## config.mk

```make
export PLATFORM = sky130hd
export DESIGN_NAME = tc_pipe_mul
export DESIGN_NICKNAME = d
export VERILOG_FILES = /design/src/rtl/tc_arith_pkg.sv /design/src/rtl/tc_pipe_mul_stage.sv /design/src/rtl/tc_pipe_mul.sv
export SDC_FILE = /design/constraint.sdc
export NUM_CORES = 1
export LEC_CHECK = 0
export CAP_MARGIN = 15
export CORE_MARGIN = 8
export CORE_UTILIZATION = 55
export CTS_BUF_LIST = sky130_fd_sc_hd__clkbuf_8
export DETAILED_ROUTE_END_ITERATION = 12
export PLACE_DENSITY = 0.8
export SLEW_MARGIN = 20
export SYNTH_ARGS = -nofsm -noshare
export SYNTH_HDL_FRONTEND = slang
export SYNTH_SLANG_ARGS = --single-unit
```

## constraint.sdc

```tcl
create_clock -name ap_clk -period 1.8 [get_ports ap_clk]
set_input_delay 0.18 -clock ap_clk [delete_from_list [all_inputs] [get_ports ap_clk]]
set_output_delay 0.18 -clock ap_clk [all_outputs]
set_load 0.01 [all_outputs]
```

## src/rtl/tc_arith_pkg.sv

```systemverilog
// Shared arithmetic helpers for the tracklet-calculator multipliers:
// width/bias helpers and a signed saturating narrower.
package tc_arith_pkg;

  // Widest intermediate handled by sat_narrow; wider products are rejected at elaboration.
  localparam int NARROW_W = 128;

  // Full signed product width once each operand gains its extension bit.
  function automatic int full_w(input int a_w, input int b_w);
    return a_w + b_w + 2;
  endfunction

  // Half-up rounding bias added ahead of the arithmetic right shift.
  function automatic logic [NARROW_W-1:0] round_bias(input int shift, input bit round);
    logic [NARROW_W-1:0] bias;
    bias = '0;
    if (round && shift > 0) bias[shift-1] = 1'b1;
    return bias;
  endfunction

  // Clamp a signed value to a signed field of 'width' bits; returns {ovf, clamped}.
  function automatic logic [NARROW_W:0] sat_narrow(input logic signed [NARROW_W-1:0] value,
                                                   input int width);
    logic signed [NARROW_W-1:0] maxv;
    logic signed [NARROW_W-1:0] minv;
    minv = {NARROW_W{1'b1}} << (width - 1);
    maxv = ~minv;
    if (value > maxv)      return {1'b1, maxv};
    else if (value < minv) return {1'b1, minv};
    else                   return {1'b0, value};
  endfunction

endpackage

```

## src/rtl/tc_pipe_mul_stage.sv

```systemverilog
// One pipeline slice of tc_pipe_mul: valid bit, sideband tag and data word,
// advanced together under a shared enable.
module tc_pipe_mul_stage
  import tc_arith_pkg::*;
#(
  parameter int DW    = 8,
  parameter int TAG_W = 8
) (
  input  logic             clk,
  input  logic             rst_n,
  input  logic             en,
  input  logic             in_valid,
  input  logic [TAG_W-1:0] in_tag,
  input  logic [DW-1:0]    in_data,
  output logic             out_valid,
  output logic [TAG_W-1:0] out_tag,
  output logic [DW-1:0]    out_data
);

  // NOTE: sequential state uses non-blocking assignments so every slice samples
  // its upstream neighbour's pre-edge value, giving a true shift register.
  always_ff @(posedge clk or negedge rst_n) begin
    if (!rst_n) begin
      out_valid <= 1'b0;
      // NOTE: data and tag are cleared as well as valid, so p/out_tag read 0
      // out of reset instead of whatever was in flight.
      out_tag   <= '0;
      out_data  <= '0;
    end else if (en) begin
      out_valid <= in_valid;
      out_tag   <= in_tag;
      out_data  <= in_data;
    end
  end

endmodule

```

## src/rtl/tc_pipe_mul.sv

```systemverilog
// Pipelined signed/unsigned multiplier with round/shift, saturation and a
// valid/ready handshake; STAGES register slices, tag travels with the data.
module tc_pipe_mul
  import tc_arith_pkg::*;
#(
  parameter int A_W      = 16,
  parameter int B_W      = 17,
  parameter int A_SIGNED = 0,
  parameter int B_SIGNED = 1,
  parameter int P_W      = 31,
  parameter int SHIFT    = 0,
  parameter int ROUND    = 0,
  parameter int SAT      = 0,
  parameter int STAGES   = 1,
  parameter int TAG_W    = 8
) (
  input  logic             ap_clk,
  input  logic             ap_rst_n,
  input  logic             in_valid,
  output logic             in_ready,
  input  logic [A_W-1:0]   a,
  input  logic [B_W-1:0]   b,
  input  logic [TAG_W-1:0] in_tag,
  output logic             out_valid,
  input  logic             out_ready,
  output logic [P_W-1:0]   p,
  output logic             ovf,
  output logic [TAG_W-1:0] out_tag
);

  localparam int F  = full_w(A_W, B_W);
  localparam int F1 = F + 1;
  localparam logic signed [F1-1:0] BIAS = F1'(round_bias(SHIFT, ROUND != 0));

  if (STAGES < 1 || STAGES > 4) begin : g_bad_stages
    $error("tc_pipe_mul: STAGES must be 1..4");
  end
  if (SHIFT < 0 || SHIFT > A_W + B_W - 1) begin : g_bad_shift
    $error("tc_pipe_mul: SHIFT must be 0..A_W+B_W-1");
  end
  if (TAG_W < 1 || F1 > NARROW_W || P_W < 1 || P_W >= NARROW_W) begin : g_bad_width
    $error("tc_pipe_mul: unsupported width combination");
  end

  // Packed extended operands {a_ext, b_ext}, exactly F bits wide.
  function automatic logic [F-1:0] extend_ops(input logic [A_W-1:0] av, input logic [B_W-1:0] bv);
    logic xa;
    logic xb;
    xa = (A_SIGNED != 0) ? av[A_W-1] : 1'b0;
    xb = (B_SIGNED != 0) ? bv[B_W-1] : 1'b0;
    return {xa, av, xb, bv};
  endfunction

  // Extended operands are both signed, so the F-bit product is exact.
  function automatic logic signed [F-1:0] mul_ops(input logic [F-1:0] ops);
    logic signed [A_W:0] ae;
    logic signed [B_W:0] be;
    ae = ops[F-1 -: A_W+1];
    be = ops[B_W:0];
    return F'(ae) * F'(be);
  endfunction

  // Bias, shift and narrow; returns {ovf, p}.
  function automatic logic [P_W:0] narrow_result(input logic signed [F-1:0] prod);
    logic signed [F1-1:0]       sum;
    logic signed [F1-1:0]       r;
    logic signed [NARROW_W-1:0] wide;
    logic [NARROW_W:0]          nar;
    sum  = F1'(prod) + BIAS;
    r    = sum >>> SHIFT;
    wide = NARROW_W'(r);
    nar  = sat_narrow(wide, P_W);
    return {nar[NARROW_W], (SAT != 0) ? nar[P_W-1:0] : wide[P_W-1:0]};
  endfunction

  // Whole pipe advances together; a stalled full output freezes every slice.
  logic en;
  assign en       = out_ready | ~out_valid;
  assign in_ready = en;

  for (genvar i = 1; i <= STAGES; i++) begin : g_st
    localparam int DW = (i == STAGES) ? P_W + 1 : F;
    logic             v_in;
    logic             v_out;
    logic [TAG_W-1:0] t_in;
    logic [TAG_W-1:0] t_out;
    logic [DW-1:0]    d_in;
    logic [DW-1:0]    d_out;

    if (i == 1) begin : g_src
      assign v_in = in_valid;
      assign t_in = in_tag;
      if (STAGES == 1) begin : g_all
        assign d_in = narrow_result(mul_ops(extend_ops(a, b)));
      end else begin : g_ops
        assign d_in = extend_ops(a, b);
      end
    end else begin : g_src
      assign v_in = g_st[i-1].v_out;
      assign t_in = g_st[i-1].t_out;
      if (i == 2 && STAGES == 2) begin : g_mul_fin
        assign d_in = narrow_result(mul_ops(g_st[i-1].d_out));
      end else if (i == 2) begin : g_mul
        assign d_in = mul_ops(g_st[i-1].d_out);
      end else if (i == STAGES) begin : g_fin
        assign d_in = narrow_result(g_st[i-1].d_out);
      end else begin : g_pass
        assign d_in = g_st[i-1].d_out;
      end
    end

    tc_pipe_mul_stage #(
      .DW    (DW),
      .TAG_W (TAG_W)
    ) u_stage (
      .clk       (ap_clk),
      .rst_n     (ap_rst_n),
      .en        (en),
      .in_valid  (v_in),
      .in_tag    (t_in),
      .in_data   (d_in),
      .out_valid (v_out),
      .out_tag   (t_out),
      .out_data  (d_out)
    );
  end

  assign out_valid = g_st[STAGES].v_out;
  assign out_tag   = g_st[STAGES].t_out;
  assign p         = g_st[STAGES].d_out[P_W-1:0];
  assign ovf       = g_st[STAGES].d_out[P_W];

endmodule

```

# ---- After elaboration in Yosys (flattened, before gate mapping)
# Cells that the tools add are included.
dict set report op_classes {
  n_mul 1
  magnitude_cmp 2
  muxes 2
  bitwise_logic 2
}
# operator count
set ops {}
lappend ops {{2-to-1 mux 129 bit} 2}
lappend ops {{greater-than comparator 34 x 31 -> 1 bit, second input constant} 1}
lappend ops {{less-than comparator 34 x 31 -> 1 bit, second input constant} 1}
lappend ops {{multiplier 17 x 17 -> 34 bit} 1}
lappend ops {{inverter 1 bit} 1}
lappend ops {{bitwise OR 1 bit} 1}
dict set report word_totals {
  regBits 41
  inputBits 45
  elab_cells 10
}

# ---- Depth between registers and ports, before layout
dict set report logic_depth {
  word_depth 4
  depth_mapped 24
}

# ---- Hierarchy
# From an unflattened synthesis, not the netlist that was laid out.
dict set report unflattened {
  hier_cells 1224
  hier_area_um2 11441.0
}
# module n_inst cells_each area_each_um2 seq_area_each_um2
set modules_own_cells {}
lappend modules_own_cells {tc_pipe_mul 1 1137 9711.8 0.0}
lappend modules_own_cells {tc_pipe_mul_stage 1 87 1729.2 1026.0}

# ---- Least setup slack after synthesis
# OpenSTA, ideal clock, no wires.
dict set report synth_path {
  kind {input-to-reg}
  start {input port b[13]}
  end {register g_st[1].u_stage.out_data[31]}
  arrival_ns 5.638
  t_required_ns 1.713
  slack_ns -3.925
  stages 20
  cell_sequence {clkbuf_1 -> nand2_1 -> fa_1 -> inv_1 -> fa_1 -> fa_1 -> fa_1 -> fa_1 -> inv_1 -> fa_1 -> inv_1 -> ha_1 -> and4_1 -> and3_2 -> inv_1 -> a2111oi_4 -> o311ai_1 -> and3_1 -> o2111a_1 -> a211oi_2}
}
dict set report synth_via {
  elab_chain_cells 4
  elab_cells_between_ends 5
}
# element line
set synth_rtl {}
lappend synth_rtl {{start, declared} tc_pipe_mul.sv:22} ;# input logic [B_W-1:0] b,
lappend synth_rtl {{multiplier 17 x 17 -> 34 bit (*)} tc_pipe_mul.sv:60} ;# return F'(ae) * F'(be);
lappend synth_rtl {{less-than comparator 34 x 31 -> 1 bit} tc_arith_pkg.sv:29} ;# else if (value < minv) return {1'b1, minv};
lappend synth_rtl {{2-to-1 mux 129 bit} tc_arith_pkg.sv:29}
lappend synth_rtl {{2-to-1 mux 129 bit (*)} tc_arith_pkg.sv:28} ;# if (value > maxv) return {1'b1, maxv};
lappend synth_rtl {{end signal, assigned} tc_pipe_mul_stage.sv:32} ;# out_data <= in_data;
lappend synth_rtl {{end, declared} tc_pipe_mul_stage.sv:17} ;# output logic [DW-1:0] out_data
# Mark *: on every way between the ends. The rest lies on a longest branch, timed or not.
# A chain may end at the register's enable or synchronous reset.

# ---- Worst setup path after layout
dict set report layout_path {
  start {input port a[10]}
  end {register g_st[1].u_stage.out_data[28]}
}
dict set report layout_via {
  elab_chain_cells 1
}
# element line
set layout_rtl {}
lappend layout_rtl {{start, declared} tc_pipe_mul.sv:21} ;# input logic [A_W-1:0] a,
lappend layout_rtl {{multiplier 17 x 17 -> 34 bit} tc_pipe_mul.sv:60}
# Every way passes these cells.

==> results.toml <==
[global_route]
grt_remaining_overflow = 0
grt_pass1_vias = 10600
grt_usage = 0.250
grt_pass1_wl_mm = 49.8
grt_start_max_net_pins = 43
antenna_found_initial = 0

[logic_synthesis]
yosysTopAreaCell = "fa_1"
avgSynthCellArea_um2 = 8.79
synth_seq_cells = 41
netlist_instances = 1264
async_flop_share = 1.00
synth.distinct_cells = 48
synth_edf_count = 0
synth-seq-area-share = 0.0923
synth_warnings = 0
netlist_area_um2 = 11100
synth_area_leaders = "fa_1, ha_1, inv_1"
synth_top_area_frac = 0.377
ys.flop_type = "dfrtp_1"
syn_nets = 1646

[die]
start_util = 0.554
ios = 87
die_area_um2 = 25000
fp.dieW_um = 158
core_area_um2 = 20000
die-height_um = 158
num_rows = 52

[layout]
nFillCells = 1297
antenna_cells = 0
area_growth_syn_to_layout_pct = 36.2
drive_gt1_frac = 0.304
finalNetCount = 1915

[detailed_routing]
drt-total-wl_mm = 32.1
first_iter_violations = 528
avgViaCountPerCell = 5.29
ant_nets = 0
route.detailed.drc = 0
vias = 9551
drt_pre_antenna_iters = 5
wire_per_inst_um = 17.8

[worst_setup_path]
reg2reg_slack_ps = 370
worst_r2r_path_depth = 6
r2r_end = "g_st[1].u_stage.out_data[31]"
r2r_start = "g_st[1].u_stage.out_valid"
crit_path_end_kind = "register"
crit_required_ps = 1980
worstSetupPathType = "primary input to register"
start_kind = "primary input"
crit_fanout = 5
crit_arrival_ps = 5810

[outcome]
violations = "setup timing"
status = "complete, but fails checks"

[place]
hpwl_mm = 24.1
dp_slack_ps = -4600
place_congestion = 0.890
portBuffers = 86

[clocking]
cts_tree = "done"
cts_buffers = 5
cts.sinks = 41
clk_latency_ps = 300
cts_max_path_buffers = 2
clk_pin_slew_ps = 80
htreeDepth = 2
cts_root_buf = "clkbuf_8"

[sta]
hold_violations = 0
finalSetupViolCount = 29
slew-limit-headroom = 0.651
rsz0062_at_grt = "true"
post-route-period-util = 3.13
fin_ws_ps = -3830
drv_slew = 0
worstMarginPinSlew_ps = 524
min_period_ps = 5630
timing.fmax_mhz = 178
finalClockSkew_ps = 4.66

[job]
drv_cap = 0

[worst_hold_path]
hp-class = "primary input to asynchronous set/reset pin"
==> flip-flops by register name (all words and copies together) (netlist names) <==
| name | flops |
|---|---|
| g_st.u_stage.out_data | 32 |
| g_st.u_stage.out_tag | 8 |
| g_st.u_stage.out_valid | 1 |
==> final cells by class <==
type	instances	area, µm²	share of cell area
multi-input cells	876	9770	0.645
repair buffers	305	2740	0.181
inverters	304	1140	0.0755
flip-flops and latches	41	1030	0.0678
well taps	270	338	0.0223
clock buffers	5	68.8	0.00455
clock inverters	3	46.3	0.00306
==> synthesized netlist by cell type, types with 3 or more instances <==
| cell type | number |
|---|---|
| o21ai_1 | 7 |
| inv_1 | 303 |
| nand2b_1 | 11 |
| xnor2_1 | 14 |
| dfrtp_1 | 41 |
| clkbuf_1 | 43 |
| fa_1 | 209 |
| and3_1 | 3 |
| nor2b_1 | 13 |
| ha_1 | 128 |
| o21a_1 | 6 |
| xor2_1 | 13 |
| a21o_1 | 4 |
| and2_1 | 156 |
| o31ai_1 | 3 |
| nand3_1 | 5 |
| o21ai_0 | 18 |
| a21oi_1 | 42 |
| nor2_1 | 26 |
| nor3_1 | 5 |
| o21bai_1 | 3 |
| nand2_1 | 177 |
==> layout by cell type, fill, tap and decap left out, types with 6 or more instances in the layout <==
| cell type | instances |
|---|---|
| a21oi_2 | 7 |
| a21oi_1 | 28 |
| buf_4 | 165 |
| o21ai_2 | 9 |
| nor2_1 | 23 |
| fa_1 | 188 |
| nand2_1 | 166 |
| inv_2 | 34 |
| buf_2 | 15 |
| clkdlybuf4s50_1 | 52 |
| inv_1 | 268 |
| ha_4 | 34 |
| nor2b_1 | 9 |
| xnor2_1 | 8 |
| xnor2_2 | 6 |
| a21oi_4 | 8 |
| and2_4 | 38 |
| fa_2 | 21 |
| xor2_1 | 11 |
| ha_1 | 90 |
| o21a_1 | 6 |
| nand2b_1 | 10 |
| and2_1 | 118 |
| buf_12 | 6 |
| dfrtp_1 | 41 |
| nand2_2 | 9 |
| o21ai_1 | 13 |
| buf_6 | 48 |
==> worst max path at each step <==
stage,start,to,slack (ps),depth (start not counted)
floorplan,b[5],g_st[1].u_stage.out_data[31],-3620,22
global placement,b[2],g_st[1].u_stage.out_data[31],-4360,22
detailed placement,b[2],g_st[1].u_stage.out_data[31],-4600,22
CTS,a[8],g_st[1].u_stage.out_data[20],-3740,25
global route,a[10],g_st[1].u_stage.out_data[31],-4000,23
finish,a[10],g_st[1].u_stage.out_data[28],-3830,24
==> critical path: stages <==
cell       delay (ps)
buf_6             110
buf_12            130
and2_4            150
fa_1              550
inv_1              60
fa_1              500
fa_1              440
fa_1              510
inv_2              40
fa_1              510
inv_1              60
fa_1              520
inv_2              50
ha_4              240
and3_4            170
o211a_4           150
a2111oi_4         460
nor2_2            120
a41oi_4           290
buf_4             160
buf_6              90
o21ai_2            50
xnor2_1           190
a21oi_1            90
==> through the flow <==
stage                     std cells  instance area, µm²  TNS (ps)   util  hold slack (ps)
after global placement         1748               13800   -103510  0.691              176
after CTS                      1794               14700    -86300  0.733              415
after detailed placement       1748               13800   -107260  0.691              193
after global routing           1804               15100    -89830  0.755              414
after floorplan                1264               11600    -78390      -             -116
final                          1804               15100    -86200  0.755              389
==> cells by family (layout without fill, tap and decap cells) <==
logic type / Yosys count / count (layout) / share of synthesized area
compound gates: 108 / 108 / 0.0668
xor+xnor: 27 / 27 / 0.0213
simple gates: 403 / 403 / 0.181
buf+inv: 347 / 617 / 0.117
flops: 41 / 41 / 0.0923
fa+ha+maj: 337 / 337 / 0.521
mux: 1 / 1 / 0.00101
==> layer usage <==
layer / up-vias / share of wire / global-route usage
met4: 0 / 0.039 / 0.0858
met2: 287 / 0.56 / 0.482
met3: 108 / 0.039 / 0.0295
met5: - / 0 / 0
li1: 4295 / - / -
met1: 4861 / 0.36 / 0.278
==> repair_timing <==
item / in CTS / in global routing
pin swaps: 110 / 113
buffers inserted: 36 / 15
endpoints found under the setup margin: 30 / 29
cloned: 3 / 1
resized for setup: 214 / 138
hold buffers: 1 / 0
endpoints found under the hold margin: 22 / 0
Power is left out: the tool's default activity adds up to more than one toggle a clock period on the data nets, which glitch-free logic cannot reach.
